<file path="src/rtl/pixel_array_ctrl.sv">
// -----------------------------------------------------------------------------
// pixel_array_ctrl
// Sequences one image frame through a pixel array: erase, expose, ramp
// conversion with a broadcast 8-bit count, then row-by-row readout under
// ready/valid flow control. All outputs are registered.
//
// Ports
//   clk         single clock, rising edge
//   reset       synchronous active-high reset
//   START       frame request, only looked at while idle
//   ROW_READY   downstream accepts the presented row (readout only)
//   ERASE       erase strobe, all rows
//   EXPOSE      expose strobe, all rows
//   RAMP        ramp/convert enable, all rows
//   COUNTER     conversion count, all rows
//   READ        one-hot row read enable
//   ROW_VALID   presented row is stable
//   ROW_INDEX   index of the presented row
//   BUSY        high whenever a frame is in progress
//   FRAME_DONE  one-cycle pulse when the last row has been accepted
// -----------------------------------------------------------------------------
module pixel_array_ctrl #(
    parameter int PIXEL_ARRAY_HEIGHT = 2,
    parameter int ERASE_CYCLES       = 5,
    parameter int EXPOSE_CYCLES      = 255,
    localparam int IDX_W = (PIXEL_ARRAY_HEIGHT > 1) ? $clog2(PIXEL_ARRAY_HEIGHT) : 1
) (
    input  logic                          clk,
    input  logic                          reset,
    input  logic                          START,
    input  logic                          ROW_READY,
    output logic                          ERASE,
    output logic                          EXPOSE,
    output logic                          RAMP,
    output logic [7:0]                    COUNTER,
    output logic [PIXEL_ARRAY_HEIGHT-1:0] READ,
    output logic                          ROW_VALID,
    output logic [IDX_W-1:0]              ROW_INDEX,
    output logic                          BUSY,
    output logic                          FRAME_DONE
);

    typedef enum logic [2:0] {
        ST_IDLE    = 3'd0,
        ST_ERASE   = 3'd1,
        ST_EXPOSE  = 3'd2,
        ST_CONVERT = 3'd3,
        ST_READOUT = 3'd4
    } state_t;

    localparam logic [7:0]       ERASE_LAST_C  = 8'(ERASE_CYCLES);
    localparam logic [7:0]       EXPOSE_LAST_C = 8'(EXPOSE_CYCLES);
    localparam logic [IDX_W-1:0] LAST_ROW_C    = IDX_W'(PIXEL_ARRAY_HEIGHT - 1);
    localparam logic [PIXEL_ARRAY_HEIGHT-1:0] FIRST_ROW_C = PIXEL_ARRAY_HEIGHT'(1);

    state_t                        state_r;
    // Cycles already spent in the current ERASE/EXPOSE phase, counting from 1.
    logic [7:0]                    phase_cnt_r;
    logic                          erase_r;
    logic                          expose_r;
    logic                          ramp_r;
    logic [7:0]                    counter_r;
    logic [PIXEL_ARRAY_HEIGHT-1:0] read_r;
    logic                          row_valid_r;
    logic [IDX_W-1:0]              row_index_r;
    logic                          busy_r;
    logic                          frame_done_r;

    // Frame sequencer: state and every output are updated together so the
    // outputs always describe the state that is current after the edge.
    always_ff @(posedge clk) begin
        if (reset) begin
            state_r      <= ST_IDLE;
            phase_cnt_r  <= 8'd0;
            erase_r      <= 1'b0;
            expose_r     <= 1'b0;
            ramp_r       <= 1'b0;
            counter_r    <= 8'd0;
            read_r       <= '0;
            row_valid_r  <= 1'b0;
            row_index_r  <= '0;
            busy_r       <= 1'b0;
            frame_done_r <= 1'b0;
        end else begin
            frame_done_r <= 1'b0;
            case (state_r)
                ST_IDLE: begin
                    if (START) begin
                        state_r     <= ST_ERASE;
                        phase_cnt_r <= 8'd1;
                        erase_r     <= 1'b1;
                        busy_r      <= 1'b1;
                    end
                end
                ST_ERASE: begin
                    if (phase_cnt_r == ERASE_LAST_C) begin
                        state_r     <= ST_EXPOSE;
                        phase_cnt_r <= 8'd1;
                        erase_r     <= 1'b0;
                        expose_r    <= 1'b1;
                    end else begin
                        phase_cnt_r <= phase_cnt_r + 8'd1;
                    end
                end
                ST_EXPOSE: begin
                    if (phase_cnt_r == EXPOSE_LAST_C) begin
                        state_r     <= ST_CONVERT;
                        phase_cnt_r <= 8'd0;
                        expose_r    <= 1'b0;
                        ramp_r      <= 1'b1;
                        counter_r   <= 8'd0;
                    end else begin
                        phase_cnt_r <= phase_cnt_r + 8'd1;
                    end
                end
                ST_CONVERT: begin
                    // COUNTER stops at 255 and is held there through readout.
                    if (counter_r == 8'd255) begin
                        state_r     <= ST_READOUT;
                        ramp_r      <= 1'b0;
                        read_r      <= FIRST_ROW_C;
                        row_valid_r <= 1'b1;
                        row_index_r <= '0;
                    end else begin
                        counter_r <= counter_r + 8'd1;
                    end
                end
                ST_READOUT: begin
                    if (ROW_READY) begin
                        if (row_index_r == LAST_ROW_C) begin
                            state_r      <= ST_IDLE;
                            read_r       <= '0;
                            row_valid_r  <= 1'b0;
                            row_index_r  <= '0;
                            counter_r    <= 8'd0;
                            busy_r       <= 1'b0;
                            frame_done_r <= 1'b1;
                        end else begin
                            read_r      <= read_r << 1;
                            row_index_r <= row_index_r + IDX_W'(1);
                        end
                    end
                end
                default: begin
                    state_r      <= ST_IDLE;
                    phase_cnt_r  <= 8'd0;
                    erase_r      <= 1'b0;
                    expose_r     <= 1'b0;
                    ramp_r       <= 1'b0;
                    counter_r    <= 8'd0;
                    read_r       <= '0;
                    row_valid_r  <= 1'b0;
                    row_index_r  <= '0;
                    busy_r       <= 1'b0;
                end
            endcase
        end
    end

    assign ERASE      = erase_r;
    assign EXPOSE     = expose_r;
    assign RAMP       = ramp_r;
    assign COUNTER    = counter_r;
    assign READ       = read_r;
    assign ROW_VALID  = row_valid_r;
    assign ROW_INDEX  = row_index_r;
    assign BUSY       = busy_r;
    assign FRAME_DONE = frame_done_r;

endmodule

</file>
<file path="config.mk">
export PLATFORM = sky130hd
export DESIGN_NAME = pixel_array_ctrl
export DESIGN_NICKNAME = d
export VERILOG_FILES = /design/src/rtl/pixel_array_ctrl.sv
export SDC_FILE = /design/constraint.sdc
export NUM_CORES = 1
export LEC_CHECK = 0
export ABC_AREA = 1
export CELL_PAD_IN_SITES_DETAIL_PLACEMENT = 0
export CELL_PAD_IN_SITES_GLOBAL_PLACEMENT = 1
export CORE_ASPECT_RATIO = 1.25
export CORE_MARGIN = 2
export CORE_UTILIZATION = 38
export DETAILED_ROUTE_END_ITERATION = 7
export PLACE_DENSITY_LB_ADDON = 0.05
export SLEW_MARGIN = 20
export SYNTH_ARGS = -nofsm -noshare
export SYNTH_HDL_FRONTEND = slang
export SYNTH_SLANG_ARGS = --single-unit
</file>
<file path="constraint.sdc">
create_clock -name clk -period 1.7 [get_ports clk]
set_input_delay 0.34 -clock clk [delete_from_list [all_inputs] [get_ports clk]]
set_output_delay 0.34 -clock clk [all_outputs]
set_load 0.01 [all_outputs]
</file>
# Word level (Yosys, flattened, before mapping)
# Index checks and enable logic that the tools add are counted.
[word_totals]
latchBits = 0
wordCells = 93
mem_bits_rw = 0
in_bits = 4
reg_bits = 28
romBits = 0
out_inout_bits = 17
mem_count = 0
[op_classes]
add_sub_neg = 3
shift = 0
div_mod_pow = 0
reduce_logical = 18
mul = 0
magnitude_cmp = 0
n_eq_ne = 14
n_bitwise = 9
muxes = 38
[op_table]
columns = ["op", "n"]
rows = [
  ["8-bit case mux with 4 select lines", 2],
  ["8-bit 2-to-1 mux", 7],
  ["3-bit 2-to-1 mux", 6],
  ["1-bit case mux with 3 select lines", 6],
  ["3-bit OR reduction", 6],
  ["8-bit by 1-bit adder with 8-bit output (second input constant)", 2],
  ["8-bit == test (second input constant)", 2],
  ["3-bit case mux with 5 select lines", 1],
  ["2-bit inequality test (second input constant)", 7],
  ["1-bit 2-to-1 mux", 12],
  ["3-bit AND reduction", 4],
  ["1-bit inverter", 9],
  ["8-bit by 3-bit == test with 1-bit output (second input constant)", 1],
  ["4-bit AND reduction", 2],
  ["3-bit by 2-bit == test with 1-bit output (second input constant)", 2],
  ["2-bit 2-to-1 mux", 3],
  ["2-bit case mux with 3 select lines", 1],
  ["6-bit AND reduction", 1],
  ["5-bit AND reduction", 1],
  ["2-bit OR reduction", 2],
  ["3-bit by 1-bit == test with 1-bit output (second input constant)", 1],
  ["3-bit == test (second input constant)", 1],
  ["3-bit zero test", 1],
  ["2-bit AND reduction", 1],
  ["1-bit adder (second input constant)", 1],
]

# Depth between registers and ports, before layout
# Gate-level depths: netlist of the first run.
[logic_depth]
word_depth = 4
mapped_depth = 10
depth_no_buf = 10

# Worst setup path after synthesis of the first run
# No wires, ideal clock.
[synth_path]
path_kind = "register to register"
start = "reg counter_r[0], in the netlist COUNTER[0]"
end = "reg read_r[1], in the netlist READ[1]"
t_arrival_ns = 1.320
stages_incl_launch_ff = 9
period_less_slack_ns = 1.436
path_buffers = 0
setup_slack_ns = 0.264
setup_time_ns = 0.116
required_time_ns = 1.584
path_cell_list = "dfxtp_1 ha_1 nand2_1 nor2_1 nand2_1 nand2_2 o211ai_2 o21ai_0 nor2_1"
[synth_via]
elab_chain_len = 3
[synth_rtl]
columns = ["item", "line_no", "source"]
rows = [
  ["from (decl)", "62", "logic [7:0] counter_r;"],
  ["from (signal assigned)", "125", "counter_r <= counter_r + 8'd1;"],
  ["8-bit == test", "118", "if (counter_r == 8'd255) begin"],
  ["2-bit inequality test (no source line)", "n/a", ""],
  ["3-bit AND reduction (no source line)", "n/a", ""],
  ["to (signal assigned)", "139", "read_r <= read_r << 1;"],
  ["to (decl)", "63", "logic [PIXEL_ARRAY_HEIGHT-1:0] read_r;"],
]
# Every way passes these cells.
# A chain may end at the register's enable or synchronous reset.

# Worst setup path after layout of the first run
[layout_path]
start = "reg counter_r[0], in the netlist COUNTER[0]"
end = "out COUNTER[0]"
[layout_lines]
columns = ["item", "line_no", "source"]
rows = [
  ["to (decl)", "35", "output logic [7:0] COUNTER,"],
]
# No word-level cell between the ends.

==> results.md, run 1 <==
- Fill count: 442
- Endpoint, Worst Hold: RAMP$_SDFFE_PP0P_
- Die width: 61.4 um
- Worst hold margin: 0.456 ns
- Core Region: 0.00403 mm^2
- Cell count along the critical path: 2
- Multi-input logic area: 880 um^2
- Final Slew Violations: 0
- Vias per cell: 4.74
- Worst rel slew slack: 77.0%
- Rows: 26
- Maximum Capacitance Violations: 0
- CP Cell Sequence: buf_4, clkdlybuf4s50_1
- Htree depth: 1
- Slowest-stage cell, CP: clkdlybuf4s50_1
- Post-synth EDFFs: 0
- Setup crit start kind: flop
- Min-Delay Path Depth: 2
- Post-route minimum period: 1.63 ns
- Layout cells sized above 1: 16.9%
- DR pass1 iterations: 7
- Reg2Reg Depth: 7
- WP buf/inv: 2
- RSZ-0062 raised after global routing: no
- Nets: 269
- First-pass GRT wire length: 6.19 mm
- Setup_tns: 0 ns
- Total power: 2.21 mW
- Top FF cell, synth: dfxtp_1
- PortBufs: 20
- Full die area: 0.00466 mm^2
- Initial core utilization: 38.8%
- GRT Overall Usage: 17.7%
- Setup crit end kind: output port
- Synth unique cells: 34
- P per Cell Area: 1110 mW/mm^2
- Syn Inst Count: 228
- Final GP Congestion: 0.835
- Syn nets: 235
- Synth area leaders: dfxtp_1 (36%), nand2_1 (13%), nor2_1 (7.7%), nand3_1 (6.4%), inv_1 (5.8%)
- Final instance area: 0.00199 mm^2
- DR vias: 1502
- CTS Sinks: 28
- Register Area: 564 um^2
- Die Span Y: 75.8 um
- Remaining DRCs: 0
- Asr flop ratio synth: 0%
- Hold_sp: RAMP$_SDFFE_PP0P_
- Setup ws final: 0.0695 ns
- Cell Area, Synth: 0.00157 mm^2
- Synth top area share: 35.8%
- Tightest Hold Check Type: reg2reg
- Postcts setup bufs: 0
- Placed cells: 313
- P&R area growth vs syn: 26.8%
- WS Path Type: reg2out
- Worst r2r src: COUNTER[0]$_SDFFE_PP0P_
- Syn. warnings: 0
- Total placed instance area: 0.00191 mm^2
- Clock slew at reported path FFs: 0.10 ns
- Sequential share of the synthesized area: 35.8%
- # diodes: 0
- Area leader, netlist: dfxtp_1
- Final setup fails: 0
- Arrival @ worst endpoint: 1.29 ns
- CTS tree: built
- FF+latch count, synth: 28
- Delay-heaviest family, CP: buffers and inverters
- R2r setup slk: 0.17 ns
- Total wire length: 3.77 mm
- IO Count: 21
- DRT antenna net count: 0
- Grt total ovfl: 0
- Worst-margin pin slew: 0.342 ns
- Final hold vios: 0
- Reg2reg end: COUNTER[3]$_SDFFE_PP0P_
- Leak: 0.790 nW
- Largest stage delay, worst path: 0.53 ns
- Final core occ: 49.2%
- Number of global-route vias before repair: 1463
- Post-DR wirelength/cell: 11.9 um
- Initial antenna violation count: 0
- Clock root buffer: clkbuf_8
- Fmax achieved: 0.613 GHz
- Largest net degree at the start of global routing: 17
- Outcome: complete, no violations
- Layout Skew: 0.00249 ns
- Mean post-synth cell area: 6.87 um^2
- Peak VDD IR: 0.421 mV
- Max Buffers Root-to-Sink: 2
- Starting DRT DRC Count: 35
- Worst-skew pair later-pin latency: 0.28 ns
- Worst-path fanout max: 4
- Crit path required time: 1.36 ns
- Post-DP HPWL: 2.95 mm
- Fin crit share: 95.9%
- DP Worst Slack: 0.00811 ns
- Num CTS Buffers: 3
- Final std cells w/o fill: 317
## where the power goes
part	internal [mW]	switching, mW	total, mW	leakage (nW)
clock	0.316	0.231	0.547	0.0357
sequential	0.741	0.0775	0.819	0.228
combinational	0.332	0.508	0.840	0.526
total	1.39	0.816	2.21	0.790
## layout by cell type (no fill, tap or decap), types with 2 or more instances in the layout
cell type	instances
ha_1	3
nand2_2	4
nor2_2	3
a21oi_1	17
nand4_1	4
dfxtp_1	25
o21ai_0	7
nand2_1	56
or2_2	4
clkbuf_8	3
clkdlybuf4s50_1	20
nor3_1	3
dfxtp_2	3
nor3_2	2
nor2_1	31
nand2_4	2
inv_4	2
inv_1	24
nand3_1	20
buf_4	12
## cell families after synthesis
family | count (synthesis) | share of synthesized area (%)
xor+xnor | 2 | 1.12
buf+inv | 31 | 8.23
flops | 28 | 35.8
compound gates | 30 | 11.3
simple gates | 134 | 41.2
fa+ha+maj | 3 | 2.40
## per-layer routing
| layer | track usage, % | wire [um] | vias to the layer above |
|---|---|---|---|
| li1 | - | - | 801 |
| met5 | 0 | 0 | - |
| met2 | 34.6 | 2050 | 14 |
| met4 | 4.96 | 42 | 0 |
| met3 | 2.04 | 72 | 5 |
| met1 | 19.5 | 1600 | 682 |
## Yosys cell counts (2+ instances only)
| master | n |
|---|---|
| inv_4 | 2 |
| nand2_4 | 2 |
| o21ai_0 | 7 |
| nand2_2 | 4 |
| nand3_1 | 20 |
| nor3_2 | 2 |
| nor3_1 | 3 |
| nand2_1 | 56 |
| nand4_1 | 4 |
| or2_2 | 4 |
| ha_1 | 3 |
| inv_1 | 24 |
| a21oi_1 | 17 |
| dfxtp_1 | 28 |
| nor2_1 | 32 |
| nor2_2 | 2 |
## worst max-delay path by stage
| stage | start | to | slack, ns |
|---|---|---|---|
| after CTS | COUNTER[7]$_SDFFE_PP0P_ | COUNTER[7] | 0.006 |
| after global routing | COUNTER[0]$_SDFFE_PP0P_ | state_r[1]$_SDFFE_PP0P_ | 0.002 |
| final | COUNTER[0]$_SDFFE_PP0P_ | COUNTER[0] | 0.07 |
| after global placement | ROW_READY | COUNTER[6]$_SDFFE_PP0P_ | 0.03 |
| after detailed placement | START | phase_cnt_r[7]$_SDFFE_PP0P_ | 0.008 |
| after floorplan | COUNTER[0]$_SDFFE_PP0P_ | READ[1]$_SDFFE_PP0P_ | 0.26 |
## registers in the layout, indices dropped and copies added, names as in the netlist
signal       count
BUSY             1
COUNTER          8
ERASE            1
EXPOSE           1
FRAME_DONE       1
RAMP             1
READ             2
ROW_INDEX        1
ROW_VALID        1
phase_cnt_r      8
state_r          3
## area by class of cell
type,instances,share of cell area (%)
inverters,28,5.55
clock buffers,3,2.08
multi-input cells,169,44.3
flip-flops and latches,28,28.4
repair buffers,32,14.6
well taps,56,3.53
clock inverters,1,1.51
## repair_timing
action                                 CTS  global route
endpoints found under the hold margin    0             0
hold buffers                             0             0
setup endpoints to repair                0            14
resized for setup                        0             4
## worst reg2reg max path: stages (launching register included)
cell     delay, ns
dfxtp_1       0.35
ha_1          0.17
nand2_1       0.13
nor3_2        0.29
nand4_4       0.20
nand2_4       0.15
nand2_1       0.06
a21oi_1       0.12
No activity file was read; power rests on OpenSTA's default activity.
==> run 2, diff against run 1 <==
SETUP_SLACK_MARGIN = 0.3   (was default)
==> run 2 against run 1 <==
Sequential power grew 4.5%. Clock skew grew 0.0024 ns. Clock power is essentially flat. Worst setup slack gained 0.23 ns. Critical path depth grew 5. First-iteration DRC count grew 43%. Flip-flop and latch count is the same. Global-route usage grew 1.4 points. Cell area grew 17%. Power grew 14%. Final cell count grew 2.8%. Critical endpoint is now COUNTER[4]$_SDFFE_PP0P_. Hold slack gained 0.0097 ns.
==> results.md, run 2 (synthesis gave the netlist of run 1 again) <==
- Final setup fails: 0
- Nets: 278
- Clock power frac: 21.8%
- Max Buffers Root-to-Sink: 2
- Sw frac: 39.1%
- Final std cells w/o fill: 326
- Most common cell after layout, fill and taps aside: nand2_1
- Vias per cell: 4.87
- Hold_sp: ERASE$_SDFFE_PP0P_
- IO Count: 21
- Outcome: complete, no violations
- Core Region: 0.00403 mm^2
- Layout Skew: 0.00488 ns
- Largest net degree at the start of global routing: 17
- Placed cells: 310
- Full die area: 0.00466 mm^2
- P&R area growth vs syn: 48.0%
- # diodes: 0
- Die width: 61.4 um
- Htree depth: 1
- Remaining DRCs: 0
- Worst r2r src: COUNTER[0]$_SDFFE_PP0P_
- Layout cells sized above 1: 35.9%
- Internal power: 1.53 mW
- Peak VDD IR: 0.388 mV
- Final hold vios: 0
- Maximum Capacitance Violations: 0
- GRT Overall Usage: 19.0%
- CTS Sinks: 28
- DRT antenna net count: 0
- Crit path required time: 1.92 ns
- Number of global-route vias before repair: 1509
- DR pass1 iterations: 4
- Clock slew at reported path FFs: 0.10 ns
- Most frequent cells in the layout: nand2_1 (46), nor2_1 (24), inv_1 (21)
- Min-Delay Path Depth: 2
- Sequential power share: 34.1%
- Worst setup path startpoint: COUNTER[0]$_SDFFE_PP0P_
- Clock root buffer: clkbuf_8
- PortBufs: 20
- Total wire length: 4.11 mm
- First-pass GRT wire length: 6.60 mm
- P per Cell Area: 1080 mW/mm^2
- Post-DR wirelength/cell: 12.6 um
- Initial antenna violation count: 0
- Worst-margin pin slew: 0.331 ns
- Leak: 1.03 nW
- Post-DP HPWL: 2.96 mm
- Arrival @ worst endpoint: 1.62 ns
- Worst-skew pair later-pin latency: 0.29 ns
- Setup crit start kind: flop
- Combinational Power Share: 44.1%
- CP Cell Sequence: ha_4, nand2_4, nor3_4, nand4_4, nand2_4, nand2_1, a21oi_1
- RSZ-0062 raised after global routing: yes
- Num CTS Buffers: 3
- Starting DRT DRC Count: 50
- Die Span Y: 75.8 um
- CTS tree: built
- Post-route minimum period: 1.40 ns
- Largest stage delay, worst path: 0.39 ns
- Slowest-stage cell, CP: dfxtp_4
- Most used cell, CP: nand2_4
- Setup crit end kind: flop
- Psw: 0.983 mW
- Worst-path fanout max: 8
- WS Path Type: reg2reg
- Initial core utilization: 38.8%
- Rows: 26
- Fmax achieved: 0.712 GHz
- Grt total ovfl: 0
- Final GP Congestion: 0.859
- Reg2Reg Depth: 7
- Worst rel slew slack: 77.8%
- Fin crit share: 82.6%
- DR vias: 1589
- Tightest Hold Check Type: reg2reg
- Final Slew Violations: 0
- Setup_tns: 0 ns
## run 2: worst paths after layout
check	end	slack [ns]
worst max-delay path	COUNTER[4]$_SDFFE_PP0P_	0.30
worst min-delay path	ERASE$_SDFFE_PP0P_	0.47
worst min register to register	ERASE$_SDFFE_PP0P_	0.47
worst max register to register	COUNTER[4]$_SDFFE_PP0P_	0.30
## run 2: power by group through the flow
stage | sequential (mW) | combinational, mW | clock (mW)
2_1_floorplan | 0.842 | 0.547 | 0
5_1_grt | 0.870 | 1.23 | 0.582
3_3_place_gp | 0.839 | 0.838 | 0
4_1_cts | 0.849 | 0.851 | 0.555
3_5_place_dp | 0.840 | 0.830 | 0
6_report | 0.856 | 1.11 | 0.548
## run 2: repair_timing
item | in CTS | in global routing
setup buffers | 5 | 7
pin swaps | 8 | 25
hold buffers | 0 | 0
setup endpoints to repair | 42 | 25
hold endpoints to repair | 0 | 0
gates resized for setup | 45 | 53
## run 2: layout make-up
cell class | instances | area (um^2)
well taps | 56 | 70.1
flip-flops and latches | 28 | 598
inverters | 28 | 113
clock buffers | 3 | 41.3
fillers | 414 | 1720
repair buffers | 41 | 344
multi-input cells | 169 | 1120
clock inverters | 1 | 30.0
## run 2: metrics by stage
stage	util [%]	instance area, um^2	total power [mW]	setup WS [ns]	hold slack [ns]
after detailed placement	46.9	1890	1.67	-0.0137	0.455
after global routing	57.5	2320	2.69	0.204	0.484
after floorplan	-	1570	1.39	0.314	0.439
final	57.5	2320	2.51	0.295	0.466
after global placement	46.9	1890	1.68	0.0172	0.449
after CTS	51.4	2070	2.25	0.139	0.471
## run 2: metal layers
layer / up-vias / wire length (um) / track usage [%]
met4: 0 / 44 / 5.67
li1: 819 / - / -
met3: 5 / 66 / 2.21
met1: 751 / 1640 / 20.0
met2: 14 / 2360 / 38.2
met5: - / 0 / 0
## run 2: critical path: cells and delay by family (launching register included)
kind                       cells  cell delay [ns]
and+or+nand+nor                5             0.69
adders and majority gates      1             0.14
DFF                            1             0.39
AOI/OAI and AO/OA              1             0.12
==> run 3, diff against run 2 <==
clock period = 1.3 ns   (was 1.7 ns; I/O delays follow)
==> run 3 against run 2 <==
The run now ends with negative setup slack left. Maximum frequency down 3.1%. Non-clock buffer count increased by 37. Global-route usage grew 2.0 points. Final cell count is 11% higher. Power is 39% higher. Hold slack worse by 0.0036 ns.
==> results.md, run 3 (synthesis gave the netlist of run 1 again) <==
- Layout cells sized above 1: 55.7%
- Final core occ: 67.6%
- Htree depth: 1
- Final setup fails: 22
- Fin crit share: 112%
- Setup crit end kind: flop
- Number of global-route vias before repair: 1672
- Most frequent cells in the layout: buf_4 (46), nand2_1 (39), nor2_1 (26), buf_6 (26), inv_1 (22)
- DRT antenna net count: 0
- Setup_tns: -1.80 ns
- Core Region: 0.00403 mm^2
- Clock power frac: 17.9%
- P per Cell Area: 1280 mW/mm^2
- Die Span Y: 75.8 um
- Most common cell after layout, fill and taps aside: buf_4
- Final Slew Violations: 0
- Total wire length: 4.49 mm
- Clock root buffer: clkbuf_8
- Sequential power share: 32.9%
- Hold bufs inserted after CTS: 0
- Full die area: 0.00466 mm^2
- Tightest Hold Check Type: reg2reg
- Grt total ovfl: 0
- Worst rel slew slack: 82.2%
- Slowest-stage cell, CP: dfxtp_2
- Rows: 26
- Most used cell, CP: nand2_4
- Remaining DRCs: 0
- Vias per cell: 4.74
- Outcome: finished, violations left
- IO Count: 21
- DP Worst Slack: -0.298 ns
- Largest stage delay, worst path: 0.47 ns
- Sw frac: 38.5%
- Post-DR wirelength/cell: 12.4 um
- Maximum Capacitance Violations: 0
- First-pass GRT wire length: 7.38 mm
- DR pass1 iterations: 4
- Setup ws final: -0.150 ns
- WS Path Type: reg2reg
- Total placed instance area: 0.00232 mm^2
- Leak: 1.21 nW
- CTS Sinks: 28
- Final std cells w/o fill: 363
- Fill count: 353
- Setup crit start kind: flop
- R2r setup slk: -0.15 ns
- GRT Overall Usage: 21.1%
- Placed cells: 347
- Worst-margin pin slew: 0.266 ns
- Internal power: 2.14 mW
- Final GP Congestion: 0.830
- Crit path required time: 1.51 ns
- Combinational Power Share: 49.2%
- Final instance area: 0.00273 mm^2
- Nets: 315
- P&R area growth vs syn: 74.0%
- Final hold vios: 0
- Clock slew at reported path FFs: 0.10 ns
- Post-DP HPWL: 3.30 mm
- Peak VDD IR: 0.645 mV
- Psw: 1.34 mW
- Worst hold margin: 0.463 ns
- Starting DRT DRC Count: 69
- Max Buffers Root-to-Sink: 2
- Total power: 3.49 mW
- Failing checks: negative setup slack
- Arrival @ worst endpoint: 1.66 ns
- Worst-path fanout max: 8
- # diodes: 0
- DR vias: 1719
- Multi-input logic area: 0.00116 mm^2
- Worst-skew pair later-pin latency: 0.28 ns
- Layout Skew: 0.00455 ns
- Initial core utilization: 38.8%
- PortBufs: 20
- CTS tree: built
- RSZ-0062 raised after global routing: yes
- Fmax achieved: 0.690 GHz
- Register Area: 603 um^2
- Post-route minimum period: 1.45 ns
- CP Cell Sequence: nand2_4, nor2_8, buf_12, nand4_4, nand2_4, nand2_2, a21oi_2
- Largest net degree at the start of global routing: 17
- Die width: 61.4 um
- Initial antenna violation count: 0
- Num CTS Buffers: 3
## run 3: cell count changes in the layout (fill, tap and decap cells not counted), sizes merged
cell,before,now
buf,21,75
bufinv,1,0
clkbuf,3,4
dlygate4sd2,16,0
dlymetal6s2s,1,0
## run 3: area by class of cell
type                            instances  share of cell area (%)
Timing Repair Buffer                   78                    26.2
Inverter                               28                    4.04
Sequential cell                        28                    22.1
Multi-Input combinational cell        169                    42.7
Clock buffer                            4                    2.43
Tap cell                               56                    2.57
## run 3: worst max-delay path: cells and delay by family (launching register included)
kind | cells | cell delay (ns)
simple gates | 5 | 0.67
buf+inv | 1 | 0.12
flops | 1 | 0.47
compound gates | 1 | 0.11
## run 3: timing repair
action	4_1_cts	5_1_grt
gates cloned	0	0
buffers inserted	11	1
endpoints found under the setup margin	45	44
pin swaps	12	6
gates resized for setup	130	27
## run 3: metal layers
layer | global-route usage, % | wire [um]
met1 | 24.9 | 1870
met2 | 40.1 | 2500
met3 | 2.72 | 98
met4 | 4.02 | 26
met5 | 0 | 0
## run 3: final timing paths
kind / start / to / cells past startpoint
max: state_r[1]$_SDFFE_PP0P_ / COUNTER[3]$_SDFFE_PP0P_ / 7
min: RAMP$_SDFFE_PP0P_ / RAMP$_SDFFE_PP0P_ / 2
max reg2reg: state_r[1]$_SDFFE_PP0P_ / COUNTER[3]$_SDFFE_PP0P_ / 7
min reg2reg: RAMP$_SDFFE_PP0P_ / RAMP$_SDFFE_PP0P_ / 2
## run 3: power by group through the flow
| stage | Combinational [mW] | Sequential [mW] | Clock [mW] |
|---|---|---|---|
| global route | 1.87 | 1.17 | 0.691 |
| detailed placement | 1.40 | 1.13 | 0 |
| finish | 1.72 | 1.15 | 0.625 |
| floorplan | 0.782 | 1.15 | 0 |
| global placement | 1.39 | 1.13 | 0 |
| CTS | 1.59 | 1.14 | 0.652 |
